**src/rtl/mips32_mem_pkg.sv**
```systemverilog
// Shared types and sizing constants for the mips32 shared-memory arbiter.
// Pure declarations: no logic, no latency.
// Backpressure is not applicable here.
package mips32_mem_pkg;

   typedef enum logic {
      IDLE   = 1'b0,
      ACCESS = 1'b1
   } arb_state_e;

   typedef enum logic {
      OWN_IF = 1'b0,
      OWN_D  = 1'b1
   } owner_e;

   // Deepest supported memory read latency.
   localparam int MEM_LAT_MAX = 4;
   // Latency counter holds 0..MEM_LAT_MAX-1.
   localparam int LAT_CNT_W   = $clog2(MEM_LAT_MAX);
   // Fetch starvation counter, saturating.
   localparam int STARVE_W    = 4;
   localparam logic [STARVE_W-1:0] STARVE_SAT = '1;

endpackage

```
**src/rtl/mips32_mem_arbiter_if.sv**
```systemverilog
// Bundles the fetch, data and memory-side signals of the shared-memory arbiter.
// No logic, no latency.
// Backpressure: if_ready/d_ready toward the requesters; the memory never stalls.
interface mips32_mem_arbiter_if;
   logic        if_req;
   logic [29:0] if_addr;
   logic        if_ready;
   logic        if_valid;
   logic [31:0] if_rdata;

   logic        d_req;
   logic        d_we;
   logic [29:0] d_addr;
   logic [31:0] d_wdata;
   logic [3:0]  d_be;
   logic        d_ready;
   logic        d_valid;
   logic [31:0] d_rdata;

   logic        mem_en;
   logic        mem_we;
   logic [29:0] mem_addr;
   logic [31:0] mem_wdata;
   logic [3:0]  mem_be;
   logic [31:0] mem_rdata;

   logic        busy;

   // Core and memory side.
   modport master (
      output if_req, if_addr, d_req, d_we, d_addr, d_wdata, d_be, mem_rdata,
      input  if_ready, if_valid, if_rdata, d_ready, d_valid, d_rdata,
      input  mem_en, mem_we, mem_addr, mem_wdata, mem_be, busy
   );

   // Arbiter side.
   modport slave (
      input  if_req, if_addr, d_req, d_we, d_addr, d_wdata, d_be, mem_rdata,
      output if_ready, if_valid, if_rdata, d_ready, d_valid, d_rdata,
      output mem_en, mem_we, mem_addr, mem_wdata, mem_be, busy
   );
endinterface

```
**src/rtl/mips32_mem_arb_pick.sv**
```systemverilog
// Grant selection between fetch and data: data wins ties unless fetch is starved.
// Combinational, zero latency.
// Backpressure: none; the caller only consults the grant in IDLE. Optional fairness: MEM_ARB_FAIR_EN.
module mips32_mem_arb_pick
   import mips32_mem_pkg::*;
#(
   parameter int STARVE_MAX = 4
) (
   input  logic                if_req_i,
   input  logic                d_req_i,
   input  logic [STARVE_W-1:0] starve_cnt_i,
   output logic                grant_d_o
);

`ifdef MEM_ARB_FAIR_EN
   logic if_starved;

   assign if_starved = (starve_cnt_i >= STARVE_W'(STARVE_MAX));
   // A starved fetch takes the tie; otherwise data keeps priority.
   assign grant_d_o  = d_req_i & ~(if_req_i & if_starved);
`else
   logic unused_pick;

   // Strict data priority; the starvation inputs are intentionally ignored.
   assign unused_pick = ^{starve_cnt_i, if_req_i, STARVE_W'(STARVE_MAX)};
   assign grant_d_o   = d_req_i;
`endif

endmodule

```
**src/rtl/mips32_mem_arbiter.sv**
```systemverilog
// Shares one single-ported word memory between fetch and load/store, one access at a time.
// Latency: acceptance to valid pulse is MEM_LAT+1 edges; throughput one access per MEM_LAT+1 cycles.
// Backpressure: ready=1 only in IDLE; a requester not granted must hold until accepted. Optional: MEM_ARB_FAIR_EN.
module mips32_mem_arbiter
   import mips32_mem_pkg::*;
#(
   parameter int MEM_LAT    = 1,
   parameter int STARVE_MAX = 4
) (
   input  logic                 clk,
   input  logic                 reset,
   mips32_mem_arbiter_if.slave  bus
);

   arb_state_e           state_q,     state_d;
   owner_e               owner_q,     owner_d;
   logic [LAT_CNT_W-1:0] cnt_q,       cnt_d;
   logic                 we_q,        we_d;
   logic [29:0]          addr_q,      addr_d;
   logic [31:0]          wdata_q,     wdata_d;
   logic [3:0]           be_q,        be_d;
   logic                 if_valid_q,  if_valid_d;
   logic                 d_valid_q,   d_valid_d;
   logic [31:0]          if_rdata_q,  if_rdata_d;
   logic [31:0]          d_rdata_q,   d_rdata_d;
   logic [STARVE_W-1:0]  starve_cnt;
   logic                 grant_d;

`ifdef MEM_ARB_FAIR_EN
   logic [STARVE_W-1:0]  starve_q,    starve_d;

   assign starve_cnt = starve_q;
`else
   assign starve_cnt = '0;
`endif

   mips32_mem_arb_pick #(
      .STARVE_MAX (STARVE_MAX)
   ) u_pick (
      .if_req_i     (bus.if_req),
      .d_req_i      (bus.d_req),
      .starve_cnt_i (starve_cnt),
      .grant_d_o    (grant_d)
   );

   // Next-state: grant and latch a request in IDLE, count down and complete in ACCESS.
   always_comb begin
      state_d    = state_q;
      owner_d    = owner_q;
      cnt_d      = cnt_q;
      we_d       = we_q;
      addr_d     = addr_q;
      wdata_d    = wdata_q;
      be_d       = be_q;
      if_valid_d = 1'b0;
      d_valid_d  = 1'b0;
      if_rdata_d = if_rdata_q;
      d_rdata_d  = d_rdata_q;
`ifdef MEM_ARB_FAIR_EN
      starve_d   = starve_q;
`endif
      case (state_q)
         IDLE: begin
            if (bus.if_req || bus.d_req) begin
               state_d = ACCESS;
               cnt_d   = LAT_CNT_W'(MEM_LAT - 1);
               if (grant_d) begin
                  owner_d = OWN_D;
                  we_d    = bus.d_we;
                  addr_d  = bus.d_addr;
                  wdata_d = bus.d_wdata;
                  be_d    = bus.d_be;
               end else begin
                  // Fetch is always a full-word read.
                  owner_d = OWN_IF;
                  we_d    = 1'b0;
                  addr_d  = bus.if_addr;
                  wdata_d = '0;
                  be_d    = 4'hF;
               end
`ifdef MEM_ARB_FAIR_EN
               if (!grant_d) begin
                  starve_d = '0;
               end else if (bus.if_req && starve_q != STARVE_SAT) begin
                  starve_d = starve_q + 1'b1;
               end
`endif
            end
         end
         ACCESS: begin
            if (cnt_q == '0) begin
               state_d = IDLE;
               if (owner_q == OWN_D) begin
                  d_valid_d = 1'b1;
                  d_rdata_d = we_q ? 32'h0 : bus.mem_rdata;
               end else begin
                  if_valid_d = 1'b1;
                  if_rdata_d = bus.mem_rdata;
               end
            end else begin
               cnt_d = cnt_q - 1'b1;
            end
         end
         default: state_d = IDLE;
      endcase
   end

   // State and output registers; reset drops any in-flight access immediately.
   always_ff @(posedge clk or posedge reset) begin
      if (reset) begin
         state_q    <= IDLE;
         owner_q    <= OWN_IF;
         cnt_q      <= '0;
         we_q       <= 1'b0;
         addr_q     <= '0;
         wdata_q    <= '0;
         be_q       <= '0;
         if_valid_q <= 1'b0;
         d_valid_q  <= 1'b0;
         if_rdata_q <= '0;
         d_rdata_q  <= '0;
`ifdef MEM_ARB_FAIR_EN
         starve_q   <= '0;
`endif
      end else begin
         state_q    <= state_d;
         owner_q    <= owner_d;
         cnt_q      <= cnt_d;
         we_q       <= we_d;
         addr_q     <= addr_d;
         wdata_q    <= wdata_d;
         be_q       <= be_d;
         if_valid_q <= if_valid_d;
         d_valid_q  <= d_valid_d;
         if_rdata_q <= if_rdata_d;
         d_rdata_q  <= d_rdata_d;
`ifdef MEM_ARB_FAIR_EN
         starve_q   <= starve_d;
`endif
      end
   end

   assign bus.if_ready  = (state_q == IDLE);
   assign bus.d_ready   = (state_q == IDLE);
   assign bus.busy      = (state_q != IDLE);
   assign bus.mem_en    = (state_q == ACCESS);
   assign bus.mem_we    = (state_q == ACCESS) & we_q & (owner_q == OWN_D);
   assign bus.mem_addr  = addr_q;
   assign bus.mem_wdata = wdata_q;
   assign bus.mem_be    = be_q;
   assign bus.if_valid  = if_valid_q;
   assign bus.d_valid   = d_valid_q;
   assign bus.if_rdata  = if_rdata_q;
   assign bus.d_rdata   = d_rdata_q;

endmodule

```
**src/flat_wrapper.sv**
```systemverilog
// flat-port wrapper written by rule: the top's interface ports become plain ports
module mips32_mem_arbiter_flat import mips32_mem_pkg::*;
#(
   parameter int MEM_LAT    = 1,
   parameter int STARVE_MAX = 4
)
  (clk, reset, bus_if_req, bus_if_addr, bus_d_req, bus_d_we, bus_d_addr, bus_d_wdata, bus_d_be, bus_mem_rdata, bus_if_ready, bus_if_valid, bus_if_rdata, bus_d_ready, bus_d_valid, bus_d_rdata, bus_mem_en, bus_mem_we, bus_mem_addr, bus_mem_wdata, bus_mem_be, bus_busy);
  mips32_mem_arbiter_if bus_i ();
  input  logic clk;
  input  logic reset;
  input wire logic [$bits(bus_i.if_req)-1:0] bus_if_req;
  input wire logic [$bits(bus_i.if_addr)-1:0] bus_if_addr;
  input wire logic [$bits(bus_i.d_req)-1:0] bus_d_req;
  input wire logic [$bits(bus_i.d_we)-1:0] bus_d_we;
  input wire logic [$bits(bus_i.d_addr)-1:0] bus_d_addr;
  input wire logic [$bits(bus_i.d_wdata)-1:0] bus_d_wdata;
  input wire logic [$bits(bus_i.d_be)-1:0] bus_d_be;
  input wire logic [$bits(bus_i.mem_rdata)-1:0] bus_mem_rdata;
  output wire logic [$bits(bus_i.if_ready)-1:0] bus_if_ready;
  output wire logic [$bits(bus_i.if_valid)-1:0] bus_if_valid;
  output wire logic [$bits(bus_i.if_rdata)-1:0] bus_if_rdata;
  output wire logic [$bits(bus_i.d_ready)-1:0] bus_d_ready;
  output wire logic [$bits(bus_i.d_valid)-1:0] bus_d_valid;
  output wire logic [$bits(bus_i.d_rdata)-1:0] bus_d_rdata;
  output wire logic [$bits(bus_i.mem_en)-1:0] bus_mem_en;
  output wire logic [$bits(bus_i.mem_we)-1:0] bus_mem_we;
  output wire logic [$bits(bus_i.mem_addr)-1:0] bus_mem_addr;
  output wire logic [$bits(bus_i.mem_wdata)-1:0] bus_mem_wdata;
  output wire logic [$bits(bus_i.mem_be)-1:0] bus_mem_be;
  output wire logic [$bits(bus_i.busy)-1:0] bus_busy;
  assign bus_i.if_req = bus_if_req;
  assign bus_i.if_addr = bus_if_addr;
  assign bus_i.d_req = bus_d_req;
  assign bus_i.d_we = bus_d_we;
  assign bus_i.d_addr = bus_d_addr;
  assign bus_i.d_wdata = bus_d_wdata;
  assign bus_i.d_be = bus_d_be;
  assign bus_i.mem_rdata = bus_mem_rdata;
  assign bus_if_ready = bus_i.if_ready;
  assign bus_if_valid = bus_i.if_valid;
  assign bus_if_rdata = bus_i.if_rdata;
  assign bus_d_ready = bus_i.d_ready;
  assign bus_d_valid = bus_i.d_valid;
  assign bus_d_rdata = bus_i.d_rdata;
  assign bus_mem_en = bus_i.mem_en;
  assign bus_mem_we = bus_i.mem_we;
  assign bus_mem_addr = bus_i.mem_addr;
  assign bus_mem_wdata = bus_i.mem_wdata;
  assign bus_mem_be = bus_i.mem_be;
  assign bus_busy = bus_i.busy;
  mips32_mem_arbiter #(.MEM_LAT(MEM_LAT), .STARVE_MAX(STARVE_MAX)) u_core (.clk(clk), .reset(reset), .bus(bus_i));
endmodule
```
**config.mk**
```make
export PLATFORM = sky130hd
export DESIGN_NAME = mips32_mem_arbiter_flat
export DESIGN_NICKNAME = d
export VERILOG_FILES = /design/src/rtl/mips32_mem_pkg.sv /design/src/rtl/mips32_mem_arbiter_if.sv /design/src/rtl/mips32_mem_arb_pick.sv /design/src/rtl/mips32_mem_arbiter.sv /design/src/flat_wrapper.sv
export SDC_FILE = /design/constraint.sdc
export NUM_CORES = 1
export LEC_CHECK = 0
export ABC_AREA = 1
export CELL_PAD_IN_SITES_DETAIL_PLACEMENT = 2
export CELL_PAD_IN_SITES_GLOBAL_PLACEMENT = 2
export CORE_MARGIN = 2
export CORE_UTILIZATION = 20
export DETAILED_ROUTE_END_ITERATION = 8
export PLACE_DENSITY = 0.73
export SETUP_SLACK_MARGIN = 0.02
export SYNTH_ARGS = -nofsm -noshare
export SYNTH_HDL_FRONTEND = slang
export SYNTH_SLANG_ARGS = --single-unit
```
**constraint.sdc**
```tcl
create_clock -name clk -period 4.4 [get_ports clk]
set_input_delay 0.44 -clock clk [delete_from_list [all_inputs] [get_ports clk]]
set_output_delay 0.44 -clock clk [all_outputs]
set_load 0.03 [all_outputs]
```
==> results of run 1 <==
## kinds of logic after synthesis
| logic type | synth area share (%) |
|---|---|
| and+or+nand+nor | 27.5 |
| DFF | 60.2 |
| buffers and inverters | 6.22 |
| AOI/OAI and AO/OA | 5.87 |
| adders and majority gates | 0.220 |
## cell type report
type | count | area, um2
sequential | 137 | 3430
antenna | 1 | 2.50
timing repair buffer | 274 | 2740
inverter | 41 | 159
clock buffer | 17 | 425
clock inverter | 15 | 129
tap | 378 | 473
multi-input combinational | 468 | 1930
fill | 3149 | 18700
## registers in the layout, indices dropped and copies added, names as in the netlist
| register | count |
|---|---|
| u_core.owner_q | 1 |
| u_core.bus.mem_addr | 30 |
| u_core.bus.d_valid | 1 |
| u_core.bus.if_valid | 1 |
| u_core.bus.d_rdata | 32 |
| u_core.bus.busy | 1 |
| u_core.we_q | 1 |
| u_core.bus.mem_wdata | 32 |
| u_core.cnt_q | 2 |
| u_core.bus.if_rdata | 32 |
| u_core.bus.mem_be | 4 |
## cells in the final DEF, fill, tap and decap left out
master	count
buf_12	1
buf_2	1
buf_4	4
clkbuf_16	17
clkdlybuf4s50_1	268
clkinv_2	2
clkinv_4	2
clkinvlp_4	2
dfrtp_1	137
diode_2	1
ha_1	1
inv_1	38
inv_2	2
inv_6	7
inv_8	3
nand2_1	349
nand3_1	34
nand3_2	2
nor2_1	13
nor2_4	1
nor3_1	1
o21ai_0	37
o21ai_1	28
o21ai_4	1
or2_2	1
## cells in the mapped netlist
cell type,instances
nand2_1,349
dfrtp_1,137
inv_1,39
o21ai_0,37
nand3_1,35
o21ai_1,28
buf_2,16
clkbuf_1,15
nor2_1,13
buf_4,7
buf_1,3
inv_2,2
ha_1,1
nand3_2,1
nor2_4,1
nor3_1,1
o21ai_2,1
or2_2,1
## report_power, final
| group | switching [mW] | internal, mW | total [mW] |
|---|---|---|---|
| clock | 0.663 | 0.744 | 1.41 |
| combinational | 1.14 | 0.742 | 1.88 |
| sequential | 0.168 | 1.55 | 1.72 |
## metrics by stage
stage | cells | util (%) | total power [mW] | hold slack, ns
CTS | 1330 | 33.2 | 5.10 | 0.356
global placement | 1298 | 31.2 | 3.61 | 0.453
finish | 1331 | 33.2 | 5.01 | 0.370
detailed placement | 1298 | 31.2 | 3.65 | 0.462
global route | 1331 | 33.2 | 5.30 | 0.368
floorplan | 687 | - | 2.71 | 0.453
## tightest hold or removal path: cells and delay by family
family	cells	cell delay [ns]
buffers and inverters	1	0.15
and+or+nand+nor	2	0.15
## routing by layer
metal / vias up / share of wire, % / GRT usage (%)
met5: - / 0.058 / 0
met4: 2 / 0.92 / 4.17
met3: 13 / 7.4 / 5.28
met2: 180 / 49 / 26.0
met1: 2786 / 43 / 18.9
li1: 2613 / - / -
## worst max path at each step
stage,startpoint,end,slack [ns]
after CTS,u_core.bus.busy,bus_mem_we,1.34
final,u_core.bus.busy,bus_mem_we,1.46
after detailed placement,u_core.bus.busy,bus_mem_we,1.80
after global routing,u_core.bus.busy,bus_mem_we,1.25
after global placement,u_core.bus.busy,bus_mem_we,1.85
after floorplan,reset,u_core.bus.busy,0.29
==> reports/results.ini, run 1 <==
[outcome]
status = finished clean

[critical_path]
critPathTopFamily = buffers and inverters
worstRegToRegCells = 6
cpPeakStageDelay_ns = 0.74
worst-path-buf-inv = 2
rr_endpoint = u_core.bus.if_rdata[0]
crit_path_start_kind = flop
crit_fanout = 36
regToRegStartpoint = u_core.cnt_q[0]
cp-end-kind = output pin
worst-setup-path-type = flop to output pin
crit_required_ns = 3.96
path_depth = 3
path_cells = inv_2 > nor3_1 > clkdlybuf4s50_1
arrival_ns = 2.50
rrSetupSlack_ns = 1.95
critPathSlowestCell = clkdlybuf4s50_1

[detailed_routing]
drc_errors = 0
wl_per_cell_um = 16.9
drt_iter0_markers = 176
ant_nets = 0
wl_um = 22500
vias = 5594
dr.pass1.iters = 6
post_drt_via_cell_ratio = 4.20

[place]
hpwl_um = 15500
numPortBuffers = 269
post-place-ws_ns = 1.80
routabilityCongestion = 0.717
placed_area_mm2 = 0.00872

[clocking]
clk_pin_slew_ns = 0.06
cts_buffers = 17
cts-htree-levels = 4
cts.sinks = 137
cts-root-buf = clkbuf_16
cts-resized-gates = 0
cts_tree = done
post-cts-setup-buffer-count = 0
clock_latency_ns = 0.42
holdBufCountCts = 0
cts_buffer_depth = 2

[floorplan]
die-area_mm2 = 0.0298
fp-row-count = 61
core_area_mm2 = 0.0279
die_h_um = 173
die_w_um = 173
ioPinCount = 270
start_util_pct = 20.4

[cells_and_area]
syn_to_final_growth_pct = 62.9
drive_above_1_share_pct = 4.83
design_area_mm2 = 0.00928
final_net_count = 1073

[sta]
tightestPinTransition_ns = 1.02
max_freq_ghz = 0.341
setup_viol = 0
fin_ws_ns = 1.46
period_needed_ns = 2.94
final.period_utilization_pct = 66.7
skew_ns = 0.0130
setup-tns-final_ns = 0
slew_headroom_pct = 32.3
drv_slew = 0
report.final.hold_viol_count = 0
grt_setup_unrepaired = no

[power]
total_leakage_power_nw = 4.43
irDropWorstVdd_mv = 0.226
powerDensity_mw_per_mm2 = 539

[logic_synthesis]
ys_seq_elements = 137
synth_area_leaders = dfrtp_1 (60%), nand2_1 (23%), o21ai_0 (3.3%)
synth_nets = 821
yosys_warnings = 0
yosysTopAreaCell = dfrtp_1
ys_types = 18
yosysSeqAreaShare_pct = 60.2
yosys.area.top_type_share_pct = 60.2
syn_avg_cell_area_um2 = 8.29
synth.cell_area_mm2 = 0.00570
syn_inst = 687

[global_route]
gr-total-overflow = 0
grt_pass1_wl_um = 36200
grt_pass1_vias = 6343
antenna_found_initial = 3
grt_max_degree = 101
gr-usage-all-layers_pct = 15.5

[worst_hold_path]
hold-path-endpoint = u_core.bus.mem_wdata[26]
hold_depth = 3
hold_path.class = input port to flop
hold_start = bus_d_req

[job]
max-cap-violations = 0

(Power assumes the default switching activity.)
==> run 2: changes to the inputs <==
Settings changed: CORE_UTILIZATION 20 to 22, PLACE_DENSITY 0.73 to 0.76.
Clock period 4.4 ns to 2.91 ns, I/O delays scaled along.
==> reports/results.ini, run 2 (same netlist as run 1, synthesis figures left out) <==
[power]
pwr-share-seq_pct = 34.5  ; about the same
irDropWorstVdd_mv = 0.310  ; +37%
power_frac_clock_pct = 27.8  ; -0.3 points
total_leakage_power_nw = 4.45  ; +0.48%
p_comb_share_pct = 37.7  ; +0.2 points
powerDensity_mw_per_mm2 = 813  ; +51%
switching_power_mw = 2.86  ; +45%
switching_share_pct = 37.8  ; -1.5 points
intPower_mw = 4.69  ; +54%

[clocking]
cts-htree-levels = 4  ; unchanged
cts_buffer_depth = 2  ; unchanged
holdBufCountCts = 0  ; unchanged
cts.sinks = 137  ; unchanged
cts-root-buf = clkbuf_16
post-cts-setup-buffer-count = 0  ; unchanged
clock_latency_ns = 0.42  ; about the same
cts-resized-gates = 0  ; unchanged
cts_tree = done
cts_buffers = 17  ; unchanged
clk_pin_slew_ns = 0.05  ; about the same

[critical_path]
crit_start = u_core.bus.busy
path_cells = inv_2 > buf_4 > clkdlybuf4s50_1
arrival_ns = 2.15  ; -0.35 ns
cp-end-kind = output pin
crit_fanout = 35  ; -2.8%
crit_required_ns = 2.62  ; -1.34 ns
worst-setup-path-type = flop to output pin
critPathSlowestCell = clkdlybuf4s50_1
crit_path_start_kind = flop
cpPeakStageDelay_ns = 0.76  ; +0.02 ns
regToRegStartpoint = u_core.cnt_q[0]

[worst_hold_path]
hold_path.class = input port to flop
hold_start = bus_d_req

[floorplan]
die-area_mm2 = 0.0272  ; -8.9%
core_area_mm2 = 0.0253  ; -9.3%
die_h_um = 165  ; -4.5%
ioPinCount = 270  ; unchanged
fp-row-count = 58  ; -4.9%
die_w_um = 165  ; -4.5%
start_util_pct = 22.5  ; +2.1 points

[detailed_routing]
vias = 5546  ; -0.86%
ant_nets = 0  ; unchanged
wl_um = 21300  ; -5.1%
wl_per_cell_um = 16.6  ; -1.7%
dr.pass1.iters = 4  ; -2
drt_iter0_markers = 229  ; +30%
post_drt_via_cell_ratio = 4.31  ; +2.6%
drc_errors = 0  ; unchanged

[global_route]
grt_max_degree = 138  ; +37%
grt_pass1_wl_um = 33300  ; -8.0%
gr-total-overflow = 0  ; unchanged
antenna_found_initial = 0  ; -3
gr-usage-all-layers_pct = 16.0  ; +0.54 points
grt_pass1_vias = 6073  ; -4.3%

[cells_and_area]
drive_above_1_share_pct = 5.13  ; +0.29 points
syn_to_final_growth_pct = 63.0  ; about the same
design_area_mm2 = 0.00929  ; about the same
final_net_count = 1078  ; +0.47%
post-route-util_pct = 36.7  ; +3.4 points
antenna_cells = 0  ; -1
final_cells = 1286  ; -3.4%
layout_commonest_cell = nand2_1
final_cell_mix = nand2_1 (349), clkdlybuf4s50_1 (268), dfrtp_1 (137)

[sta]
setup-tns-final_ns = 0  ; unchanged
drv_slew = 0  ; unchanged
tightestPinTransition_ns = 0.811  ; -0.204 ns
slew_headroom_pct = 46.0  ; +14 points
skew_ns = 0.0156  ; +0.00259 ns
report.final.hold_viol_count = 0  ; unchanged
grt_setup_unrepaired = no
setup_viol = 0  ; unchanged
period_needed_ns = 2.44
final.period_utilization_pct = 84.0
max_freq_ghz = 0.409

[job]
max-cap-violations = 0  ; unchanged

[place]
numPortBuffers = 269  ; unchanged
placed_area_mm2 = 0.00872  ; about the same
hpwl_um = 15000  ; -3.1%
dp.cells = 1255  ; -3.3%
routabilityCongestion = 0.708  ; -1.2%

[outcome]
status = finished clean

## run 2: power groups by stage
stage | Sequential [mW] | Clock, mW | Combinational (mW)
after floorplan | 3.49 | 0 | 0.605
after global placement | 2.62 | 0 | 2.84
after detailed placement | 2.64 | 0 | 2.89
after CTS | 2.61 | 2.18 | 2.90
after global routing | 2.66 | 2.24 | 3.07
final | 2.60 | 2.10 | 2.85
## run 2: per-layer routing
metal / up-vias / global-route usage (%) / share of wire, % / wire [um]
met4: 0 / 3.79 / 0.77 / 165
li1: 2627 / - / - / -
met1: 2721 / 19.0 / 42 / 8980
met2: 184 / 27.6 / 49 / 10400
met3: 14 / 5.88 / 8.5 / 1820
met5: - / 0 / 0 / 0
## run 2: final timing paths
check,endpoint,slack [ns],depth (start not counted)
worst max-delay path,bus_d_ready,0.47,3
worst min-delay path,u_core.bus.busy,0.36,3
worst max register to register,u_core.bus.d_rdata[13],1.01,6
worst min register to register,u_core.bus.mem_wdata[27],0.47,2
max in group asynchronous,u_core.bus.mem_wdata[22],1.87,3
min in group asynchronous,u_core.bus.if_rdata[21],0.40,3
## run 2: final cells by class
cell class                      count  area (um2)
Clock buffer                       19         443
Clock inverter                     12         118
Fill cell                        2835       16000
Inverter                           41         158
Multi-Input combinational cell    468        1930
Sequential cell                   137        3430
Tap cell                          330         413
Timing Repair Buffer              279        2800
## run 2: per-stage QoR
| step | power, mW | setup slack (ns) | hold slack, ns |
|---|---|---|---|
| 2_1_floorplan | 4.10 | 0.912 | 0.401 |
| 3_5_place_dp | 5.53 | 0.857 | 0.461 |
| 6_report | 7.55 | 0.467 | 0.358 |
| 3_3_place_gp | 5.45 | 0.847 | 0.454 |
| 5_1_grt | 7.97 | 0.342 | 0.384 |
| 4_1_cts | 7.69 | 0.404 | 0.344 |
## run 2: critical path: cells and delay by family, from the launching register on
family / cells / cell delay (ns)
buf+inv: 3 / 1.23
flops: 1 / 0.49
==> run 3: changes to the inputs <==
Clock period 2.91 ns to 2.56 ns, I/O delays scaled along.
==> reports/results.ini, run 3 (same netlist as run 1, synthesis figures left out) <==
[global_route]
grt_pass1_vias = 6160  ; +1.4%
gr-total-overflow = 0  ; unchanged
gr-usage-all-layers_pct = 16.4  ; +0.38 points
grt_pass1_wl_um = 34200  ; +2.6%
antenna_found_initial = 1  ; +1
grt_max_degree = 67  ; -51%

[detailed_routing]
dr.pass1.iters = 4  ; unchanged
drc_errors = 0  ; unchanged
wl_um = 21700  ; +1.9%
post_drt_via_cell_ratio = 4.31  ; -0.15%
ant_nets = 0  ; unchanged
vias = 5555  ; +0.16%
drt_iter0_markers = 218  ; -4.8%
wl_per_cell_um = 16.8  ; +1.5%

[floorplan]
ioPinCount = 270  ; unchanged
core_area_mm2 = 0.0253  ; unchanged
die-area_mm2 = 0.0272  ; unchanged
start_util_pct = 22.5  ; unchanged
die_h_um = 165  ; unchanged
fp-row-count = 58  ; unchanged
die_w_um = 165  ; unchanged

[cells_and_area]
final_cell_mix = nand2_1 (349), clkdlybuf4s50_1 (268), dfrtp_1 (137)
multi_input_area_mm2 = 0.00193  ; unchanged
layout_commonest_cell = nand2_1
drive_above_1_share_pct = 5.63  ; +0.50 points
final_cells = 1290  ; +0.31%
nFillCells = 2853  ; +0.63%
final_net_count = 1081  ; +0.28%
syn_to_final_growth_pct = 64.3
post-route-util_pct = 37.0  ; +0.29 points
antenna_cells = 0  ; unchanged
design_area_mm2 = 0.00936  ; +0.80%
seq_area_mm2 = 0.00343  ; unchanged

[worst_hold_path]
hold_path.class = input port to asynchronous set/reset pin

[sta]
setup_viol = 0  ; unchanged
drv_slew = 0  ; unchanged
report.final.hold_viol_count = 0  ; unchanged
period_needed_ns = 2.02
skew_ns = 0.00899  ; -0.00660 ns
slew_headroom_pct = 42.8  ; -3.1 points
setup-tns-final_ns = 0  ; unchanged
max_freq_ghz = 0.494
fin_ws_ns = 0.538  ; +0.0710 ns
tightestPinTransition_ns = 0.856  ; +0.0449 ns
final.period_utilization_pct = 79.0
grt_setup_unrepaired = no

[clocking]
clk_pin_slew_ns = 0.07  ; +0.02 ns
cts_tree = done
cts.sinks = 137  ; unchanged
cts-root-buf = clkbuf_16
clock_latency_ns = 0.41  ; about the same
cts-htree-levels = 4  ; unchanged
cts-resized-gates = 0  ; unchanged
post-cts-setup-buffer-count = 0  ; unchanged
holdBufCountCts = 0  ; unchanged
cts_buffers = 17  ; unchanged
cts_buffer_depth = 2  ; unchanged

[place]
numPortBuffers = 269  ; unchanged
placed_area_mm2 = 0.00875  ; +0.26%
dp.cells = 1258  ; +0.24%
routabilityCongestion = 0.696  ; -1.7%
hpwl_um = 15800  ; +5.2%
post-place-ws_ns = 0.626  ; -0.231 ns

[outcome]
status = finished clean

[critical_path]
crit_path_start_kind = flop
worstRegToRegCells = 6  ; unchanged
crit_fanout = 6  ; -83%
crit_required_ns = 2.30  ; -0.32 ns
cp-end-kind = output pin
worst-setup-path-type = flop to output pin
arrival_ns = 1.77  ; -0.38 ns

[power]
switching_power_mw = 3.29  ; +15%
p_comb_share_pct = 37.1  ; -0.6 points
irDropWorstVdd_mv = 0.349  ; +12%
intPower_mw = 5.48  ; +17%
power_frac_clock_pct = 29.3  ; +1.5 points
powerDensity_mw_per_mm2 = 937  ; +15%
pwr-share-seq_pct = 33.6  ; -0.9 points
total_leakage_power_nw = 4.49  ; +1.0%
switching_share_pct = 37.5  ; -0.36 points

[job]
max-cap-violations = 0  ; unchanged

## run 3: worst paths after layout
check	startpoint	end	slack (ns)
worst max-delay path	u_core.bus.busy	bus_mem_we	0.54
worst min-delay path	reset	u_core.bus.if_rdata[21]	0.26
worst max register to register	u_core.cnt_q[0]	u_core.bus.d_rdata[26]	0.94
worst min register to register	u_core.bus.mem_wdata[29]	u_core.bus.mem_wdata[29]	0.47
max in group asynchronous	reset	u_core.bus.d_rdata[16]	1.62
min in group clk	bus_d_wdata[8]	u_core.bus.mem_wdata[8]	0.40
## run 3: critical path, stage by stage, from the launching register on
cell             delay [ns]
dfrtp_1                0.36
inv_2                  0.10
nor3_1                 0.17
clkdlybuf4s50_1        0.73
## run 3: stage by stage
step	hold slack (ns)	power [mW]
after CTS	0.257	8.94
after global placement	0.453	6.20
after floorplan	0.366	4.66
after detailed placement	0.464	6.29
after global routing	0.273	9.28
final	0.257	8.77
## run 3: metal layers
layer	vias to the layer above	global-route usage (%)	share of wire, %
met4	2	3.99	1.1
met5	-	0	0.060
li1	2631	-	-
met3	17	6.23	8.8
met1	2718	18.9	41
met2	187	28.6	49
## run 3: area by class of cell
class | instances | area share [%]
Clock buffer | 19 | 4.84
Clock inverter | 13 | 1.70
Inverter | 41 | 1.68
Multi-Input combinational cell | 468 | 20.6
Sequential cell | 137 | 36.6
Tap cell | 330 | 4.41
Timing Repair Buffer | 282 | 30.2
## run 3: power by group through the flow
stage | clock (mW) | combinational, mW | sequential (mW)
floorplan | 0 | 0.687 | 3.97
global placement | 0 | 3.24 | 2.97
detailed placement | 0 | 3.30 | 2.99
CTS | 2.67 | 3.31 | 2.96
global route | 2.75 | 3.51 | 3.02
finish | 2.57 | 3.25 | 2.95
==> RTL edit: new RTL, flow settings as in run 1 <==
Take the reset off `wdata_q` and load it in a clocked block of its own.
--- a/src/rtl/mips32_mem_arbiter.sv
+++ b/src/rtl/mips32_mem_arbiter.sv
@@ -114,5 +114,4 @@
          we_q       <= 1'b0;
          addr_q     <= '0;
-         wdata_q    <= '0;
          be_q       <= '0;
          if_valid_q <= 1'b0;
@@ -129,5 +128,4 @@
          we_q       <= we_d;
          addr_q     <= addr_d;
-         wdata_q    <= wdata_d;
          be_q       <= be_d;
          if_valid_q <= if_valid_d;
@@ -139,4 +137,8 @@
 `endif
       end
+   end
+
+   always_ff @(posedge clk) begin
+      wdata_q <= wdata_d;
    end
 
Check against the original RTL: not equivalent (a bounded check fails within 4 cycles, from zero or initial values and one cycle with reset high).
==> RTL edit against run 1 <==
Combinational power fell by 7%; worst setup slack better by 0.30 ns; sequential cell count unchanged; hold slack gained 0.10 ns; via count down 6.6%; synthesized cell count down 5.7%; wire length is 7.4% lower; power fell by 0.26%; clock power is 6% higher; first-iteration DRC count up 20%; clock skew fell by 0.00097 ns; synthesized area shrank 0.13%; cell area up 0.59%; die area is 0.13% lower.
==> RTL edit: results <==
[worst_hold_path]
hp-class = input pin to async pin

[power]
p_leak_nw = 4.439
ir_drop_v = 0.0001996

[place]
hpwlAfterDp_um = 15110
numPortBuffers = 269
place_ws_ns = 2.106
gp_congestion = 0.7142

[detailed_routing]
wl_per_cell_um = 15.99
via_per_inst = 4.020
drt-initial-drc-count = 212
drtPass1Iterations = 6

[synthesis]
ys_top_cells_by_count = 318 x nand2_1, 105 x dfrtp_1, 72 x inv_1
yosysWarnings = 0
async_reset_ff_share_pct = 76.64
synth.distinct_cells = 19
synth_edf_count = 32
ys_seq_area_share_pct = 63.09
synthesis.nets = 782
post_synth_main_area_contributors = dfrtp_1 46%, nand2_1 21%, edfxtp_1 17%, inv_1 4.8%, o21ai_0 4.5%

[cells_and_area]
diodes = 0
drive_gt1_share_pct = 4.881
nets = 1043

[critical_path]
cpMaxStageDelayCell = clkdlybuf4s50_1
rr_endpoint = u_core.bus.if_rdata[12]
crit_family = buffers and inverters
crit_fanout = 8
critPathMaxStageDelay_ns = 0.76
r2r_slack_ns = 2.22
endpoint = bus_mem_we
cp.arrival_ns = 2.20
r2r_cells = 5
startpoint = u_core.bus.busy

[clock_tree]
ctsResizeCount = 0
cts-root-buf = clkbuf_16
cts_max_level = 4
clk_pin_slew_worst_paths_ns = 0.07
insertion_delay_ns = 0.42
cts_buffer_depth = 2
cts-buffers-inserted = 17
postCtsSetupRepairBufs = 0

[global_routing]
first_global_vias = 5988
grt_pass1_wl_um = 33810
gr-usage-all-layers_pct = 14.48
antenna_found_initial = 0
grt_max_degree = 95

[job]
cap_violations = 0

[sta]
clock_skew_ns = 0.01203
post-route-min-period_ns = 2.641
tightest_slew_ns = 0.8845

[status]
outcome = complete, no violations
## RTL edit: through the flow
stage,hold WS [ns],cells,area (sq um)
2_1_floorplan,0.4530,648,5688
3_3_place_gp,0.4619,1268,8728
3_5_place_dp,0.4682,1268,8728
4_1_cts,0.4861,1300,9335
5_1_grt,0.5168,1300,9335
6_report,0.4737,1300,9335
## RTL edit: logic make-up after synthesis
group | share of synthesized area [%]
buffers and inverters | 8.227
DFF | 63.09
adders and majority gates | 0.2199
and+or+nand+nor | 22.68
AOI/OAI and AO/OA | 5.785
## RTL edit: final cells by class
type                            instances  area (sq um)
Fill cell                            3083         18520
Sequential cell                       137          3588
Timing Repair Buffer                  276          2753
Multi-Input combinational cell        405          1642
Tap cell                              378         473.0
Clock buffer                           19         454.2
Inverter                               72         272.8
Clock inverter                         13         152.6
## RTL edit: power breakdown
| part | leakage [nW] | switching, mW | internal [mW] |
|---|---|---|---|
| clock network | 0.298 | 0.618 | 0.886 |
| registers | 1.63 | 0.155 | 1.59 |
| logic | 2.51 | 1.05 | 0.695 |
| total | 4.44 | 1.83 | 3.17 |
## RTL edit: routing by layer
layer	vias up	GRT usage (%)	share of wire [%]
li1	2483	-	-
met1	2533	17.23	43
met2	190	24.23	48
met3	20	5.695	7.9
met4	0	4.131	1.5
met5	-	0	0
